===== src/rtl/mult_arbiter_pkg.sv =====
// Shared types and defaults for the shared shift-add multiplier arbiter.
// No logic; state encoding and counter sizing only.
// Backpressure: n/a.
package mult_arbiter_pkg;

    localparam int DEF_NREQ  = 4;
    localparam int DEF_WIDTH = 4;

    typedef enum logic [1:0] {
        ST_IDLE = 2'd0,
        ST_MUL  = 2'd1,
        ST_DONE = 2'd2
    } state_t;

    // Counter must hold WIDTH-1 and still have headroom for the increment.
    function automatic int cnt_w(input int width);
        return $clog2(width) + 1;
    endfunction

endpackage


===== src/rtl/mult_core.sv =====
// Shift-add multiply datapath: start loads operands, each step consumes one multiplier bit.
// Latency: WIDTH step cycles after start; last flags the final step.
// Backpressure: none, it is sequenced entirely by the owner's FSM.
module mult_core
    import mult_arbiter_pkg::*;
#(
    parameter int WIDTH = DEF_WIDTH
) (
    input  logic                 clk,
    input  logic                 rst_n,
    input  logic                 start,
    input  logic                 step,
    input  logic [WIDTH-1:0]     a,
    input  logic [WIDTH-1:0]     b,
    output logic [2*WIDTH-1:0]   acc,
    output logic                 last
);

    localparam int PW    = 2 * WIDTH;
    localparam int CNT_W = cnt_w(WIDTH);

    logic [PW-1:0]    acc_q, acc_d;
    logic [PW-1:0]    mcand_q, mcand_d;
    logic [WIDTH-1:0] b_q, b_d;
    logic [CNT_W-1:0] cnt_q, cnt_d;

    always_comb begin
        acc_d   = acc_q;
        mcand_d = mcand_q;
        b_d     = b_q;
        cnt_d   = cnt_q;
        if (start) begin
            acc_d   = '0;
            mcand_d = {{WIDTH{1'b0}}, a};
            b_d     = b;
            cnt_d   = '0;
        end else if (step) begin
            if (b_q[0]) begin
                acc_d = acc_q + mcand_q;
            end
            mcand_d = mcand_q << 1;
            b_d     = b_q >> 1;
            cnt_d   = cnt_q + CNT_W'(1);
        end
    end

    always_ff @(posedge clk or negedge rst_n) begin
        if (!rst_n) begin
            acc_q   <= '0;
            mcand_q <= '0;
            b_q     <= '0;
            cnt_q   <= '0;
        end else begin
            acc_q   <= acc_d;
            mcand_q <= mcand_d;
            b_q     <= b_d;
            cnt_q   <= cnt_d;
        end
    end

    assign acc  = acc_q;
    assign last = (cnt_q == CNT_W'(WIDTH - 1));

endmodule


===== src/rtl/mult_arbiter.sv =====
// Arbitrates NREQ requesters onto one shift-add multiplier; MULT_ARB_RR_EN selects round-robin, else fixed priority.
// Latency: capture edge to rsp_valid is WIDTH+1 cycles; one operation every WIDTH+2 cycles.
// Backpressure: ack only in IDLE; requesters hold req and operands until they see their ack.
module mult_arbiter
    import mult_arbiter_pkg::*;
#(
    parameter int NREQ  = DEF_NREQ,
    parameter int WIDTH = DEF_WIDTH
) (
    input  logic                      clk,
    input  logic                      rst_n,
    input  logic [NREQ-1:0]           req,
    input  logic [NREQ*WIDTH-1:0]     a_bus,
    input  logic [NREQ*WIDTH-1:0]     b_bus,
    output logic [NREQ-1:0]           ack,
    output logic                      busy,
    output logic                      rsp_valid,
    output logic [$clog2(NREQ)-1:0]   rsp_id,
    output logic [2*WIDTH-1:0]        p
);

    localparam int PW   = 2 * WIDTH;
    localparam int ID_W = $clog2(NREQ);

    state_t          state_q, state_d;
    logic [ID_W-1:0] id_q, id_d;
    logic [ID_W-1:0] rsp_id_q, rsp_id_d;
    logic [PW-1:0]   p_q, p_d;
    logic            rsp_valid_q, rsp_valid_d;

    logic            win_vld;
    logic [ID_W-1:0] win_id;
    int              idx;
    logic [WIDTH-1:0] a_sel, b_sel;
    logic            core_start, core_step, core_last;
    logic [PW-1:0]   core_acc;

`ifdef MULT_ARB_RR_EN
    logic [ID_W-1:0] ptr_q, ptr_d;
`endif

    // First requesting index in search order wins.
    always_comb begin
        win_vld = 1'b0;
        win_id  = '0;
        idx     = 0;
        for (int k = 0; k < NREQ; k++) begin
`ifdef MULT_ARB_RR_EN
            idx = (int'(ptr_q) + k) % NREQ;
`else
            idx = k;
`endif
            if (!win_vld && req[idx]) begin
                win_vld = 1'b1;
                win_id  = ID_W'(idx);
            end
        end
    end

    assign a_sel = a_bus[int'(win_id)*WIDTH +: WIDTH];
    assign b_sel = b_bus[int'(win_id)*WIDTH +: WIDTH];

    always_comb begin
        state_d     = state_q;
        id_d        = id_q;
        rsp_id_d    = rsp_id_q;
        p_d         = p_q;
        rsp_valid_d = 1'b0;
        core_start  = 1'b0;
        core_step   = 1'b0;
        ack         = '0;
`ifdef MULT_ARB_RR_EN
        ptr_d       = ptr_q;
`endif
        case (state_q)
            ST_IDLE: begin
                if (win_vld) begin
                    ack[win_id] = 1'b1;
                    core_start  = 1'b1;
                    id_d        = win_id;
                    state_d     = ST_MUL;
`ifdef MULT_ARB_RR_EN
                    ptr_d = (int'(win_id) == NREQ - 1) ? '0 : win_id + ID_W'(1);
`endif
                end
            end
            ST_MUL: begin
                core_step = 1'b1;
                if (core_last) begin
                    state_d = ST_DONE;
                end
            end
            ST_DONE: begin
                // Result is registered on exit so p and rsp_id align with the rsp_valid pulse.
                p_d         = core_acc;
                rsp_id_d    = id_q;
                rsp_valid_d = 1'b1;
                state_d     = ST_IDLE;
            end
            default: state_d = ST_IDLE;
        endcase
    end

    always_ff @(posedge clk or negedge rst_n) begin
        if (!rst_n) begin
            state_q     <= ST_IDLE;
            id_q        <= '0;
            rsp_id_q    <= '0;
            p_q         <= '0;
            rsp_valid_q <= 1'b0;
        end else begin
            state_q     <= state_d;
            id_q        <= id_d;
            rsp_id_q    <= rsp_id_d;
            p_q         <= p_d;
            rsp_valid_q <= rsp_valid_d;
        end
    end

`ifdef MULT_ARB_RR_EN
    always_ff @(posedge clk or negedge rst_n) begin
        if (!rst_n) begin
            ptr_q <= '0;
        end else begin
            ptr_q <= ptr_d;
        end
    end
`endif

    mult_core #(
        .WIDTH (WIDTH)
    ) u_core (
        .clk   (clk),
        .rst_n (rst_n),
        .start (core_start),
        .step  (core_step),
        .a     (a_sel),
        .b     (b_sel),
        .acc   (core_acc),
        .last  (core_last)
    );

    assign busy      = (state_q != ST_IDLE) || rsp_valid_q;
    assign rsp_valid = rsp_valid_q;
    assign rsp_id    = rsp_id_q;
    assign p         = p_q;

endmodule


===== config.mk =====
export PLATFORM = sky130hd
export DESIGN_NAME = mult_arbiter
export DESIGN_NICKNAME = d
export VERILOG_FILES = /design/src/rtl/mult_arbiter_pkg.sv /design/src/rtl/mult_core.sv /design/src/rtl/mult_arbiter.sv
export SDC_FILE = /design/constraint.sdc
export NUM_CORES = 1
export LEC_CHECK = 0
export CAP_MARGIN = 20
export CORE_UTILIZATION = 40
export DETAILED_ROUTE_END_ITERATION = 10
export PLACE_DENSITY_LB_ADDON = 0.08
export RECOVER_POWER = 50
export REMOVE_ABC_BUFFERS = 1
export SYNTH_ARGS = -nofsm -noshare
export SYNTH_HDL_FRONTEND = slang
export SYNTH_HIERARCHICAL = 1
export SYNTH_SLANG_ARGS = --single-unit
export TNS_END_PERCENT = 1

===== constraint.sdc =====
create_clock -name clk -period 3.09 [get_ports clk]
set_input_delay 0.4635 -clock clk [delete_from_list [all_inputs] [get_ports clk]]
set_output_delay 0.4635 -clock clk [all_outputs]
set_load 0.05 [all_outputs]

==> results of run 1 <==
[layout by cell type, fill, tap and decap left out, types with 3 or more instances in the layout]
master / synthesis / layout
nor2b_1: 10 / 11
nand2_1: 21 / 21
mux2_2: 10 / 10
dfrtp_1: 38 / 38
a21oi_1: 21 / 21
ha_1: 9 / 9
o21ai_0: 11 / 11
inv_1: 5 / 5
nand3b_1: 8 / 8
clkbuf_8: 0 / 6
nor2_1: 11 / 11
nor3_1: 4 / 4
a211oi_1: 3 / 3
buf_4: 0 / 7
a221o_1: 7 / 7
xnor2_1: 3 / 3
a21o_1: 3 / 3
mux2i_1: 13 / 13
clkdlybuf4s50_1: 0 / 48
[metal layers]
| metal | routed length, um | share of wire [%] | GRT usage (%) | vias up |
|---|---|---|---|---|
| met2 | 2145 | 45 | 28.05 | 79 |
| met3 | 270 | 5.6 | 3.765 | 7 |
| met1 | 2338 | 49 | 22.69 | 853 |
| li1 | - | - | - | 924 |
| met4 | 63 | 1.3 | 6.415 | 0 |
| met5 | 0 | 0 | 0 | - |
[worst reg2reg max path, stage by stage (launching register included)]
cell	delay, ns
dfrtp_1	0.46
nor2b_1	0.44
nand2_1	0.37
nor4_1	0.28
a311o_1	0.19
o21ai_1	0.06
nor3b_2	0.15
[layout make-up]
class	count	area (um2)
clock buffers	6	82.58
fillers	485	2565
inverters	5	18.77
multi-input cells	170	1222
flip-flops and latches	38	950.9
well taps	72	90.09
repair buffers	58	576.8
[sequential cells by signal, indices dropped and copies added (netlist names)]
signal and flops:
u_core/cnt_q 3, u_core/b_q 4, u_core/mcand_q 8, p 8, rsp_id 2, rsp_valid 1, state_q 2, id_q 2
u_core/acc 8
[power by group]
group	total, uW	internal, uW	switching [uW]
registers	822	686	136
logic	1230	530	701
clock network	329	172	157
[final timing paths]
path / from / endpoint / cells past startpoint
max: state_q[1] / busy / 2
min: id_q[1] / id_q[1] / 1
max reg2reg: state_q[0] / u_core/acc[7] / 6
min reg2reg: id_q[1] / id_q[1] / 1
max in group asynchronous: rst_n / id_q[1] / 1
min in group asynchronous: rst_n / p[1] / 1
[kinds of logic after synthesis]
family	Yosys count	synth area share, %
AO/OA/AOI/OAI	57	16.44
XOR/XNOR	3	1.147
adder cells (fa/ha/maj)	10	5.789
buffers and inverters	18	4.806
flip-flops	38	41.51
multiplexers	24	11.25
AND/OR/NAND/NOR	76	19.06
[per-stage QoR]
step / setup WS (ns) / util (%)
final: 0.8161 / 53.42
after global routing: 0.7014 / 53.42
after CTS: 0.7857 / 53.62
after detailed placement: 0.7888 / 52.12
after global placement: 0.8300 / 52.12
after floorplan: 0.2944 / -
==> flow_summary.ini, run 1 <==
[synthesis]
syn_inst = 226
synth-seq-area-share_pct = 41.51
ys_seq_elements = 38
netlist-cell-type-count = 48
syn_area_per_cell_um2 = 10.14
ys_top_cells_by_count = dfrtp_1 (38), a21oi_1 (21), nand2_1 (21)
syn-cell-area_mm2 = 0.002291
synth.most_common_cell = dfrtp_1
synth-edff-count = 0
synth_warnings = 6
synthFlopType = dfrtp_1
netlist_top_cells_area = dfrtp_1 (42%), mux2i_1 (5.7%), ha_1 (4.9%)
synth_top_area_share_pct = 41.51
async_flop_share_pct = 100.0
yosysTopAreaCell = dfrtp_1

[place]
hpwl_mm = 3.583
port_buffers = 53
gp_congestion = 0.7927
dpl_cell_area_mm2 = 0.002870
placed_cells = 343

[sta]
min_period_ns = 2.274
worst_pin_slew_ns = 2.020
rsz0062_at_grt = no
relSlewSlack_pct = -34.66
fin_crit_sh_pct = 73.59
final-setup-viol-count = 0
holdWs_ns = 0.4920
maxClockFrequency_mhz = 439.8
hold_violations = 0
fin_tns_setup_ns = 0
finClkSkew_ns = 0.006148
drv_slew = 39

[finish]
layout-drive-gt1-share_pct = 12.64
stdcell_count = 349
area_growth_pct = 28.40
diodes = 0
final_nets = 326
fin_area_mm2 = 0.002942

[clock_network]
clkLatencyLatePin_ns = 0.28
htreeDepth = 2
cts_tree = built
cts.sinks = 38
cts_hold_buf = 0
cts_buffers = 5
postCtsResizedCells = 0
postCtsSetupRepairBufs = 0
clock-root-buffer = clkbuf_8
cts_buffer_depth = 2
clkTransAtPathRegs_ns = 0.06

[floorplanning]
start_util_pct = 41.60
io_pins = 54
rows = 27
dieArea_mm2 = 0.006034
die_h_um = 77.68
die_width_um = 77.68
core_mm2 = 0.005507

[pwr]
power_uw = 2382
ir_drop_mv = 0.3931
p_leak_uw = 0.001300
power_density_mw_per_mm2 = 809.8

[hold_path]
hold_class = reg -> reg

[grt]
grt_antenna_before_repair = 0
grt_pass1_wl_mm = 8.162
grt_pass1_vias = 1774
grt_start_max_net_pins = 39
gr-total-overflow = 0
grtUsageTotal_pct = 17.36

[route]
viasPerCell = 5.338
dr_total_vias = 1863
drc = 0
routed_wl_mm = 4.816
first_pass_iters = 4
wl_per_cell_um = 13.80
drt_iter0_drc = 115
drtAntennaViolNets = 0

[setup_path]
path_max_fanout = 7
critical_path_required_ns = 2.63
worstSetupPathType = reg -> out
cp_slowest_cell = clkdlybuf4s50_1
r2r_slack_ns = 1.02
crit_path_max_incr_delay_ns = 0.70
endpoint_kind = output pin
cp.buffers_inverters = 1
start_kind = flop
cp_top_family = buffers and inverters
path_cells = or3_1 -> clkdlybuf4s50_1
critPathArrivalTime_ns = 1.81

[run_status]
status = complete, but fails checks
violations = capacitance limit, slew limit

[flow_run]
drv_cap = 1
No activity file was read; power rests on OpenSTA's default activity.
==> run 2: changes to the inputs <==
==> constraint.sdc (replaced) <==
create_clock -name clk -period 2.1 [get_ports clk]
set_input_delay 0.315 -clock clk [delete_from_list [all_inputs] [get_ports clk]]
set_output_delay 0.315 -clock clk [all_outputs]
set_load 0.05 [all_outputs]
==> flow_summary.ini, run 2 (synthesis results as in run 1) <==
[route]
first_pass_iters = 4
wl_per_cell_um = 13.78
drc = 0
dr_total_vias = 1849
viasPerCell = 5.179
drt-met1-wl_mm = 2.304
dr_wl_met3_um = 253
wl_met2_mm = 2.293
drt_iter0_drc = 77
top_layer = met4
drtAntennaViolNets = 0
routed_wl_mm = 4.918

[setup_path]
endpoint_kind = flop
start_kind = flop
critical_path_required_ns = 2.27
worstSetupPathType = reg -> reg
r2r_slack_ns = 0.15
crit_path_max_incr_delay_ns = 0.43
critPathArrivalTime_ns = 2.12
cp_slowest_cell = dfrtp_1
path_cells = ha_1 -> a211oi_1 -> nor3_1 -> mux2i_1 -> o21ai_1 -> nor3b_2
path_max_fanout = 4

[clock_network]
htreeDepth = 2
cts.sinks = 38
cts_tree = built
clock-root-buffer = clkbuf_8
cts_buffer_depth = 2
postCtsSetupRepairBufs = 0
cts_buffers = 5
clkTransAtPathRegs_ns = 0.07
postCtsResizedCells = 1
clkLatencyLatePin_ns = 0.28
cts_hold_buf = 0

[finish]
layout-drive-gt1-share_pct = 15.79
diodes = 0
final_nets = 334
stdcell_count = 357
most-common-layout-cells = clkdlybuf4s50_1 (46), dfrtp_1 (38), a21oi_1 (21), nand2_1 (21), mux2i_1 (13)
layout_commonest_cell = clkdlybuf4s50_1
area_growth_pct = 32.28
fin_area_mm2 = 0.003030
fill_cells = 479

[sta]
fin_crit_sh_pct = 92.90
hold_violations = 0
finClkSkew_ns = 0.003802
min_period_ns = 1.951
worst_pin_slew_ns = 0.9249
relSlewSlack_pct = 38.34
drv_slew = 0
final-setup-viol-count = 0
maxClockFrequency_mhz = 512.6
rsz0062_at_grt = no

[grt]
grtUsageTotal_pct = 18.00
grt_pass1_vias = 1821
grt_start_max_net_pins = 39
grt_pass1_wl_mm = 8.590
gr-total-overflow = 0
grt_antenna_before_repair = 0

[place]
dpl_cell_area_mm2 = 0.002955
hpwl_mm = 3.761
port_buffers = 53
gp_congestion = 0.7706
placed_cells = 351

[pwr]
ir_drop_mv = 0.5154
p_clk_share_pct = 13.4
power_density_mw_per_mm2 = 1179
intPower_uw = 2097
pwr-share-comb_pct = 52.5
p_sw_uw = 1477
seqPwrFrac_pct = 34.0
power_switching_share_pct = 41.33
p_leak_uw = 0.001346

[floorplanning]
die_width_um = 77.68
io_pins = 54
die_h_um = 77.68
start_util_pct = 41.60
core_mm2 = 0.005507
dieArea_mm2 = 0.006034
rows = 27

[run_status]
status = finished clean

[flow_run]
drv_cap = 0

[hold_path]
hold_class = in -> async
-- run 2: changes by cell type in the layout (fill, tap and decap cells not counted), sizes merged --
cell,before,now
buf,9,16
clkbuf,7,8
clkdlybuf4s50,48,46
dlygate4sd2,0,1
dlygate4sd3,0,1
-- run 2: worst paths after layout --
check	startpoint	end	depth (start not counted)
min reg2reg	id_q[1]	id_q[1]	1
max	u_core/acc[1]	u_core/acc[7]	6
max reg2reg	u_core/acc[1]	u_core/acc[7]	6
min in group clk	id_q[1]	id_q[1]	1
min	rst_n	p[3]	2
max in group asynchronous	rst_n	u_core/acc[0]	2
-- run 2: area by class of cell --
cell class / instances / area (um2) / share of cell area, %
Timing Repair Buffer: 66 / 655.6 / 21.63
Tap cell: 72 / 90.09 / 2.973
Inverter: 5 / 18.77 / 0.6193
Clock buffer: 6 / 82.58 / 2.725
Multi-Input combinational cell: 170 / 1232 / 40.67
Sequential cell: 38 / 950.9 / 31.38
-- run 2: power by group through the flow --
stage / clock, uW / sequential [uW] / combinational, uW
after global placement: 0 / 1230 / 1870
after detailed placement: 0 / 1230 / 1910
after global routing: 521 / 1260 / 2070
after CTS: 494 / 1220 / 1900
after floorplan: 0 / 1430 / 1050
final: 480 / 1220 / 1880
-- run 2: stage by stage --
step	hold WS (ns)	worst slack (ns)	total power, uW	util [%]	TNS, ns
floorplan	0.01941	-0.6956	2481	-	-3.361
global placement	0.3934	0.1594	3097	53.67	0
detailed placement	0.3961	0.1249	3136	53.67	0
CTS	0.09141	0.1351	3617	55.15	0
global route	0.3250	0.03159	3846	55.03	0
finish	0.2425	0.1492	3574	55.03	0
-- run 2: metal layers --
metal  GRT usage, %  vias up
met1          23.28      846
li1               -      935
met4          5.660        0
met2          29.73       61
met5              0        -
met3          4.118        7
-- run 2: critical path: cells and delay by family (launching register included) --
family / cells / cell delay, ns
flops: 1 / 0.43
compound gates: 2 / 0.52
simple gates: 2 / 0.30
fa+ha+maj: 1 / 0.33
mux: 1 / 0.25
